<file path="src/rtl/lct_link_unpack_pkg.sv">
// Shared spbits constants, field offsets and types for the LCT link unpacker.
package lct_link_unpack_pkg;

  localparam int unsigned SEG_CH  = 2;
  localparam int unsigned NUM_CH  = 9;
  localparam int unsigned BW_WG   = 7;
  localparam int unsigned BW_HS   = 8;
  localparam int unsigned BW_Q    = 4;
  localparam int unsigned BW_CPAT = 4;

  localparam logic [7:0] K_HDR = 8'hBC;
  localparam logic [7:0] K_TRL = 8'hFD;

  localparam int unsigned OFS_VPF    = 31;
  localparam int unsigned OFS_SEG    = 30;
  localparam int unsigned OFS_CSC    = 26;
  localparam int unsigned OFS_Q      = 22;
  localparam int unsigned OFS_WG     = 15;
  localparam int unsigned OFS_HS     = 7;
  localparam int unsigned OFS_CPAT   = 3;
  localparam int unsigned OFS_BX3    = 0;
  localparam int unsigned OFS_HDR_BX = 12;

  typedef enum logic [2:0] {
    ERR_NONE   = 3'd0,
    ERR_COUNT  = 3'd1,
    ERR_CSCID  = 3'd2,
    ERR_DUP    = 3'd3,
    ERR_CHK    = 3'd4,
    ERR_RESYNC = 3'd5
  } err_code_e;

  typedef enum logic [1:0] {
    ST_HUNT = 2'd0,
    ST_DATA = 2'd1,
    ST_TRL  = 2'd2
  } state_e;

  typedef struct packed {
    logic               vpf;
    logic [BW_Q-1:0]    q;
    logic [BW_WG-1:0]   wg;
    logic [BW_HS-1:0]   hs;
    logic [BW_CPAT-1:0] cpat;
  } lct_t;

endpackage

</file>
<file path="src/rtl/lct_link_unpack_word_decode.sv">
// Combinational field extraction of one link data word plus cscid and bx sanity checks.
module lct_word_decode
  import lct_link_unpack_pkg::*;
(
  input  logic [31:0] word,
  input  logic [2:0]  hdr_bx3,
  output lct_t        lct_c,
  output logic [3:0]  cscid_c,
  output logic        seg_c,
  output logic        field_err_c
);

  always_comb begin
    lct_c.vpf   = word[OFS_VPF];
    lct_c.q     = word[OFS_Q +: BW_Q];
    lct_c.wg    = word[OFS_WG +: BW_WG];
    lct_c.hs    = word[OFS_HS +: BW_HS];
    lct_c.cpat  = word[OFS_CPAT +: BW_CPAT];
    cscid_c     = word[OFS_CSC +: 4];
    seg_c       = word[OFS_SEG];
    field_err_c = (cscid_c > 4'd8) || (word[OFS_BX3 +: 3] != hdr_bx3);
  end

endmodule

</file>
<file path="src/rtl/lct_link_unpack.sv">
// Unpacks framed LCT link words into a shadow array and publishes it on a good trailer.
module lct_link_unpack
  import lct_link_unpack_pkg::*;
#(
  parameter int unsigned station = 0,
  parameter int unsigned seg_ch  = SEG_CH
) (
  input  logic                                   clk,
  input  logic                                   rst_n,
  input  logic [31:0]                            link_d,
  input  logic                                   link_k,
  input  logic                                   link_vld,
  output logic [8:0][seg_ch-1:0]                 vpf,
  output logic [8:0][seg_ch-1:0][BW_Q-1:0]       q,
  output logic [8:0][seg_ch-1:0][BW_WG-1:0]      wg,
  output logic [8:0][seg_ch-1:0][BW_HS-1:0]      hstr,
  output logic [8:0][seg_ch-1:0][BW_CPAT-1:0]    cpat,
  output logic                                   lct_stb,
  output logic [11:0]                            bx_out,
  output logic [15:0]                            err_cnt,
  output logic [2:0]                             err_code
);

  localparam int unsigned MAX_N = NUM_CH * seg_ch;

  if (station > 4) begin : g_bad_station
    $error("lct_link_unpack: station must be 0..4");
  end

  state_e                  state_q, state_d;
  logic [4:0]              cnt_q, cnt_d;
  logic [11:0]             bx_hdr_q, bx_hdr_d;
  logic [23:0]             chk_q, chk_d;
  logic                    bad_q, bad_d;
  lct_t [8:0][seg_ch-1:0]  shadow_q, shadow_d;
  lct_t [8:0][seg_ch-1:0]  out_q, out_d;
  logic [11:0]             bx_out_q, bx_out_d;
  logic                    stb_q, stb_d;
  logic [15:0]             err_cnt_q, err_cnt_d;
  err_code_e               err_code_q, err_code_d;

  lct_t       lct_c;
  logic [3:0] cscid_c;
  logic       seg_c;
  logic       field_err_c;
  logic       hdr_w, trl_w, n_bad, seg_bad, start, take;
  logic [4:0] n_w;
  err_code_e  ev;

  lct_word_decode u_dec (
    .word        (link_d),
    .hdr_bx3     (bx_hdr_q[2:0]),
    .lct_c       (lct_c),
    .cscid_c     (cscid_c),
    .seg_c       (seg_c),
    .field_err_c (field_err_c)
  );

  assign hdr_w   = link_k && (link_d[31:24] == K_HDR);
  assign trl_w   = link_k && (link_d[31:24] == K_TRL);
  assign n_w     = link_d[4:0];
  assign n_bad   = 32'(n_w) > MAX_N;
  assign seg_bad = int'(seg_c) >= int'(seg_ch);

  // Frame FSM; at most one error is counted per cycle, and only the first per frame.
  always_comb begin
    state_d    = state_q;
    cnt_d      = cnt_q;
    bx_hdr_d   = bx_hdr_q;
    chk_d      = chk_q;
    bad_d      = bad_q;
    shadow_d   = shadow_q;
    out_d      = out_q;
    bx_out_d   = bx_out_q;
    stb_d      = 1'b0;
    err_cnt_d  = err_cnt_q;
    err_code_d = err_code_q;
    start      = 1'b0;
    take       = 1'b0;
    ev         = ERR_NONE;

    if (link_vld) begin
      case (state_q)
        ST_HUNT: start = hdr_w;
        ST_DATA: begin
          if (link_k) begin
            take    = !bad_q;
            ev      = ERR_RESYNC;
            start   = hdr_w;
            state_d = ST_HUNT;
          end else begin
            cnt_d = cnt_q - 5'd1;
            chk_d = chk_q ^ link_d[23:0];
            if (cnt_q == 5'd1) state_d = ST_TRL;
            if (field_err_c || seg_bad) begin
              take  = !bad_q;
              ev    = ERR_CSCID;
              bad_d = 1'b1;
            end else if (lct_c.vpf) begin
              for (int c = 0; c < int'(NUM_CH); c++) begin
                for (int s = 0; s < int'(seg_ch); s++) begin
                  if (c == int'(cscid_c) && s == int'(seg_c)) begin
                    if (shadow_q[c][s].vpf) begin
                      take  = !bad_q;
                      ev    = ERR_DUP;
                      bad_d = 1'b1;
                    end
                    shadow_d[c][s] = lct_c;
                  end
                end
              end
            end
          end
        end
        ST_TRL: begin
          state_d = ST_HUNT;
          if (trl_w && (link_d[23:0] == chk_q)) begin
            if (!bad_q) begin
              out_d    = shadow_q;
              bx_out_d = bx_hdr_q;
              stb_d    = 1'b1;
            end
          end else begin
            take = !bad_q;
            ev   = ERR_CHK;
          end
        end
        default: state_d = ST_HUNT;
      endcase
    end

    // A header (from HUNT, or resync from DATA) opens a fresh frame.
    if (start) begin
      shadow_d = '0;
      chk_d    = '0;
      bad_d    = 1'b0;
      bx_hdr_d = link_d[OFS_HDR_BX +: 12];
      cnt_d    = n_w;
      if (n_bad) begin
        state_d = ST_HUNT;
        if (!take) begin
          take = 1'b1;
          ev   = ERR_COUNT;
        end
      end else begin
        state_d = (n_w == 5'd0) ? ST_TRL : ST_DATA;
      end
    end

    if (take) begin
      err_code_d = ev;
      if (err_cnt_q != 16'hFFFF) err_cnt_d = err_cnt_q + 16'd1;
    end
  end

  always_ff @(posedge clk or negedge rst_n) begin
    if (!rst_n) begin
      state_q    <= ST_HUNT;
      cnt_q      <= '0;
      bx_hdr_q   <= '0;
      chk_q      <= '0;
      bad_q      <= 1'b0;
      shadow_q   <= '0;
      out_q      <= '0;
      bx_out_q   <= '0;
      stb_q      <= 1'b0;
      err_cnt_q  <= '0;
      err_code_q <= ERR_NONE;
    end else begin
      state_q    <= state_d;
      cnt_q      <= cnt_d;
      bx_hdr_q   <= bx_hdr_d;
      chk_q      <= chk_d;
      bad_q      <= bad_d;
      shadow_q   <= shadow_d;
      out_q      <= out_d;
      bx_out_q   <= bx_out_d;
      stb_q      <= stb_d;
      err_cnt_q  <= err_cnt_d;
      err_code_q <= err_code_d;
    end
  end

  for (genvar c = 0; c < NUM_CH; c++) begin : g_ch
    for (genvar s = 0; s < seg_ch; s++) begin : g_seg
      assign vpf[c][s]  = out_q[c][s].vpf;
      assign q[c][s]    = out_q[c][s].q;
      assign wg[c][s]   = out_q[c][s].wg;
      assign hstr[c][s] = out_q[c][s].hs;
      assign cpat[c][s] = out_q[c][s].cpat;
    end
  end

  assign lct_stb  = stb_q;
  assign bx_out   = bx_out_q;
  assign err_cnt  = err_cnt_q;
  assign err_code = err_code_q;

endmodule

</file>
<file path="config.mk">
export PLATFORM = sky130hd
export DESIGN_NAME = lct_link_unpack
export DESIGN_NICKNAME = d
export VERILOG_FILES = /design/src/rtl/lct_link_unpack_pkg.sv /design/src/rtl/lct_link_unpack_word_decode.sv /design/src/rtl/lct_link_unpack.sv
export SDC_FILE = /design/constraint.sdc
export NUM_CORES = 2
export LEC_CHECK = 0
export CAP_MARGIN = 20
export CORE_MARGIN = 10
export CORE_UTILIZATION = 49
export DETAILED_ROUTE_END_ITERATION = 16
export MAX_ROUTING_LAYER = met4
export PLACE_DENSITY = 0.75
export SYNTH_ARGS = -nofsm -noshare
export SYNTH_HDL_FRONTEND = slang
export SYNTH_HIERARCHICAL = 1
export SYNTH_SLANG_ARGS = --single-unit
</file>
<file path="constraint.sdc">
create_clock -name clk -period 2.55 [get_ports clk]
set_clock_uncertainty 0.2 [all_clocks]
set_input_delay 0.255 -clock clk [delete_from_list [all_inputs] [get_ports clk]]
set_output_delay 0.255 -clock clk [all_outputs]
set_load 0.02 [all_outputs]
</file>
---- Yosys cells after proc, flatten, opt, wreduce, memory -nomap -nowiden ----
Cells that the tools add are included.
operators by class
  bitwise operators ....................... 3
  order comparisons ....................... 2
  reduce and logical (&&, ||, !) cells .... 71
  mux-type cells .......................... 267
  add/subtract/negate cells ............... 2
  equal/unequal tests ..................... 20
operator list
  kind                   number
  $mux 432               6
  $mux 24                22
  $mux 3                 67
  $mux 1                 156
  $reduce_and 6->1       18
  $reduce_bool 2->1      21
  $eq 24x24->1           1
  $xor 24x24->24         1
  $logic_and 1x1->1      21
  $eq 4x4->1 const A     5
  $mux 5                 4
  $add 16x1->16 const B  1
  $eq 8x8->1 const B     2
  $mux 2                 8
  $ne 16x16->1 const B   1
  $eq 3x4->1 const A     2
  $reduce_and 4->1       2
  $pmux 3 s2             1
  $reduce_and 3->1       2
  $eq 5x1->1 const B     1
  $gt 5x5->1 const B     1
  $logic_not 5->1        1
  $sub 5x1->5 const B    1
  $eq 2x4->1 const A     1
  16 further kinds       19
storage, ports and cells
  register bits ........................... 940
  input port bits ......................... 36

---- Depth between registers and ports, before layout ----
  depth after elaboration ................. 80
  gate-level depth with buffers ........... 12

---- By module ----
Netlist, hierarchy kept.
by module, submodules not included
  module           area an instance (um^2)  cells an instance  times used
  lct_link_unpack  35905.7                  2699               1
  lct_word_decode  257.7                    34                 1

---- Worst setup path after synthesis ----
Ideal clock, no wire load.
  path type ............................... input to register
  from .................................... input port link_d[28]
  to ...................................... register err_cnt_q[1] (netlist: err_cnt[1])
  path buffers ............................ 2
  slack ................................... -0.040 ns
  data required time ...................... 2.225 ns
  arrival time ............................ 2.265 ns
  cell stages on the path ................. 9
  cells stage by stage .................... buf_4 -> buf_2 -> mux2_2 -> a32oi_1 -> o2111ai_1 -> o31a_1 -> nor4_4 -> nor2_1 -> mux2_2
between the ends
  cells in the longest elaborated chain, start to end .. 80
  elaborated cells between the ends (all ways) .. 116
  those cells by class .................... order compare: 1; eq/ne: 10; mux: 81; reduce/logical: 24
RTL lines
  what                            line                    RTL
  from (decl)                     lct_link_unpack.sv:10   input logic [31:0] link_d,
  $logic_not 4->1                 lct_link_unpack.sv:102  if (c == int'(cscid_c) && s == int'(seg_c)) begin
  $logic_and 1x1->1               lct_link_unpack.sv:102
  $mux 1                          lct_link_unpack.sv:102
  $mux 1 (3 in a row)             --
  $mux 1                          lct_link_unpack.sv:83   case (state_q)
  $mux 1                          --
  $mux 1                          lct_link_unpack.sv:103  if (shadow_q[c][s].vpf) begin
  $mux 1                          lct_link_unpack.sv:102
  [62 not listed]                 --
  $mux 1                          lct_link_unpack.sv:99   end else if (lct_c.vpf) begin
  $mux 1                          lct_link_unpack.sv:95   if (field_err_c || seg_bad) begin
  $mux 1                          lct_link_unpack.sv:86   if (link_k) begin
  $pmux 1 s2                      lct_link_unpack.sv:83
  $mux 1                          lct_link_unpack.sv:82   if (link_vld) begin
  $mux 1                          lct_link_unpack.sv:139  if (n_bad) begin
  $mux 1 (*)                      lct_link_unpack.sv:133  if (start) begin
  $reduce_and 2->1 (no line) (*)  --
  to (signal assigned)            lct_link_unpack.sv:179  err_cnt_q <= err_cnt_d;
  to (decl)                       lct_link_unpack.sv:39   logic [15:0] err_cnt_q, err_cnt_d;
Every way passes the cells marked *; elsewhere a longest branch is shown, timed or not. The select of a mux whose other input is x is not followed.
A chain may end at the register's enable or synchronous reset.

---- Worst setup path after layout ----
  from .................................... register chk_q[8]
  to ...................................... register out_q (netlist bit cpat[19])
between the ends
  cells in the longest elaborated chain, start to end .. 3
RTL lines
  what                        line                    RTL
  from (decl)                 lct_link_unpack.sv:33   logic [23:0] chk_q, chk_d;
  from (signal assigned)      lct_link_unpack.sv:173  chk_q <= chk_d;
  $eq 24x24->1                lct_link_unpack.sv:117  if (trl_w && (link_d[23:0] == chk_q)) begin
  $logic_and 1x1->1           lct_link_unpack.sv:117
  $reduce_and 4->1 (no line)  --
  to (signal assigned)        lct_link_unpack.sv:176  out_q <= out_d;
  to (decl)                   lct_link_unpack.sv:36   lct_t [8:0][seg_ch-1:0] out_q, out_d;
Every way passes these cells.

==> metrics.txt <==
CTS max path bufs 3; GRT Total Usage 26.9%; antenna-violating nets left 0; vias in the first global route 26256; count leader, synth dfrtp_1; clk sinks 940; CTS tree done; final net count 3472; drt pass-1 iters 5; Tcrit/Tclk final 109%; leakage power 0.0234 uW; die footprint 0.0851 mm2; RSZ-0062 raised after global routing true; Clock Latency Late Sink 650 ps; Total Neg Setup Slack -82240 ps; Worst-Margin Slew 572 ps; syn nets 2775; max-slew violations 0; Root Buffer clkbuf_16; row cnt 99; cells after synthesis 2733; EDFF count, synth 0; Final Util 66.5%; die width 292 um; FMAX 0.360 GHz; core area 0.0731 mm2; syn avg cell area 13.2 um2; number of H-tree levels 3; setup slack, reg-to-reg -230 ps; max-cap violations 0; largest net degree at the start of global routing 93; Residual DRC 0; die height 292 um; post-place setup slack -713 ps; I/O pin count 500; initial core utilization 49.5%; total CTS buffers 93; Worst Setup End Kind flip-flop; share of cells above drive strength 1 31.1%; Worst EP arrival 3110 ps; reg2reg start chk_q[8]; logic gate share of total power 6.3%; gr ovfl total 0; worst-path fanout max 28; sequential share of the synthesized area 65.0%; Via density 5.58; Avg WL per Cell 25.7 um; status complete, but fails checks; type of origin of the critical path flip-flop; CP Data Required Time 2880 ps; Layout area overhead 34.5%; Setup CP Type flip-flop to flip-flop; asr flop ratio synth 100%; fin worst setup slack -227 ps; Reg clk slew, reported paths 70 ps; clock share of power 44.0%; Final setup viols 657; Psw 7290 uW; largest cells by area after synthesis dfrtp_1 65%, mux2_2 18%, o21ai_0 4.0%; DP HPWL 76900 um; GP Congestion 0.902; worst reg-to-reg path cell count 8; Cell Area, Synth 0.0362 mm2; Routed WL 115000 um; Worst Hold Class primary input to flip-flop; RR Endpoint cpat[19]; critical path endpoint cpat[19]; PD cells 636 mW/mm2; crit path time final 2780 ps; Most used DFF post-synth dfrtp_1; global-route wire length before repair 169000 um; Ys Warns 6; register share of total power 49.8%; share of the synthesized area in the top cell type 65.0%; Worst VDD drop 0.508 mV; Switching Share 23.6%; Fin. Hold Viols 0; DR vias 24968; Synth cell types 54; Int Pwr 23600 uW; Synth Register Bits 940; top cells by count, synth 940 x dfrtp_1, 587 x mux2_2, 376 x nand2_1; Setup crit start chk_q[8]; initial antenna violation count 7; DR iter-0 viols 1940; Fillers 5083; port buffer count 499; failing checks setup timing; max_slew headroom 61.9%; WHS 152 ps; leading area contributor after synthesis dfrtp_1
-- power groups by stage --
stage | clock [uW] | combinational (uW) | sequential (uW)
floorplan | 0 | 574 | 15600
global placement | 0 | 1700 | 15600
detailed placement | 0 | 1770 | 15600
CTS | 13800 | 1880 | 15400
global route | 14400 | 2090 | 15400
finish | 13600 | 1930 | 15400
-- cell type report --
cell class / count / area [um2] / share of cell area, %
clock inverter: 34 / 360 / 0.741
multi-input combinational: 1590 / 12200 / 25.1
antenna: 8 / 20.0 / 0.0412
sequential: 940 / 23500 / 48.4
tap: 959 / 1200 / 2.47
inverter: 20 / 75.1 / 0.154
timing repair buffer: 785 / 8540 / 17.6
clock buffer: 136 / 2690 / 5.53
-- flip-flops by register name, summed over array words and instances (netlist names) --
| name | count |
|---|---|
| cnt_q | 5 |
| state_q | 2 |
| lct_stb | 1 |
| hstr | 144 |
| shadow_q | 432 |
| err_code | 3 |
| cpat | 72 |
| wg | 126 |
| chk_q | 24 |
| bad_q | 1 |
| bx_hdr_q | 12 |
| bx_out | 12 |
| q | 72 |
| err_cnt | 16 |
| vpf | 18 |
-- worst min-delay path by stage --
stage / start / slack (ps) / end / cells after the start
after floorplan: rst_n / -240 / bad_q / 0
after detailed placement: rst_n / 20 / wg[85] / 1
after global routing: link_d[25] / 170 / shadow_q[430] / 4
after CTS: link_d[25] / 120 / shadow_q[430] / 4
final: link_d[25] / 150 / shadow_q[430] / 4
after global placement: rst_n / 10 / hstr[101] / 1
-- kinds of logic (layout without fill, tap and decap cells) --
logic type	Yosys count	after routing	share of synthesized area, %
compound gates	364	364	5.28
xor+xnor	39	39	0.945
fa+ha+maj	6	6	0.208
buf+inv	203	975	2.70
flops	940	940	65.0
mux	615	615	19.1
other cells	0	8	0
simple gates	566	566	6.71
-- per-layer routing --
metal,GRT usage (%),up-vias,part of all wire (%)
met5,-,-,0
met4,10.4,0,4.0
met3,4.98,223,6.1
met2,44.0,950,50
met1,33.0,13027,40
li1,-,10768,-
-- metrics by stage --
stage	total power, uW	cells	area (um2)
finish	30900	4472	48600
global route	31900	4470	48600
global placement	17300	4249	44400
CTS	31000	4456	48100
detailed placement	17400	4249	44400
floorplan	16200	2733	36200
-- layout by cell type (no fill, tap or decap), drive strengths merged, types with 14 or more instances in the layout --
cell type,n
xor2,32
nor4,15
buf,279
clkbuf,141
mux2,587
nand2,376
nor2b,27
nand3,14
clkinv,26
nor2,90
a21oi,50
dfrtp,940
o21ai,288
mux2i,26
inv,24
clkdlybuf4s50,498
-- repair_timing --
item / CTS / global route
buffers inserted: 28 / 3
endpoints found under the hold margin: 684 / 0
gates resized for setup: 59 / 86
gates cloned: 7 / 8
setup endpoints to repair: 895 / 903
pin swaps: 12 / 28
hold buffers: 3 / 0
-- worst max-delay path: stages, from the launching register on --
cell and delay (ps):
dfrtp_1 410, xor2_1 180, nor4_1 390, nand4_1 200, nor3_2 270, buf_6 190, buf_12 220, buf_16 220
mux2_2 360
(Power assumes the default switching activity.)
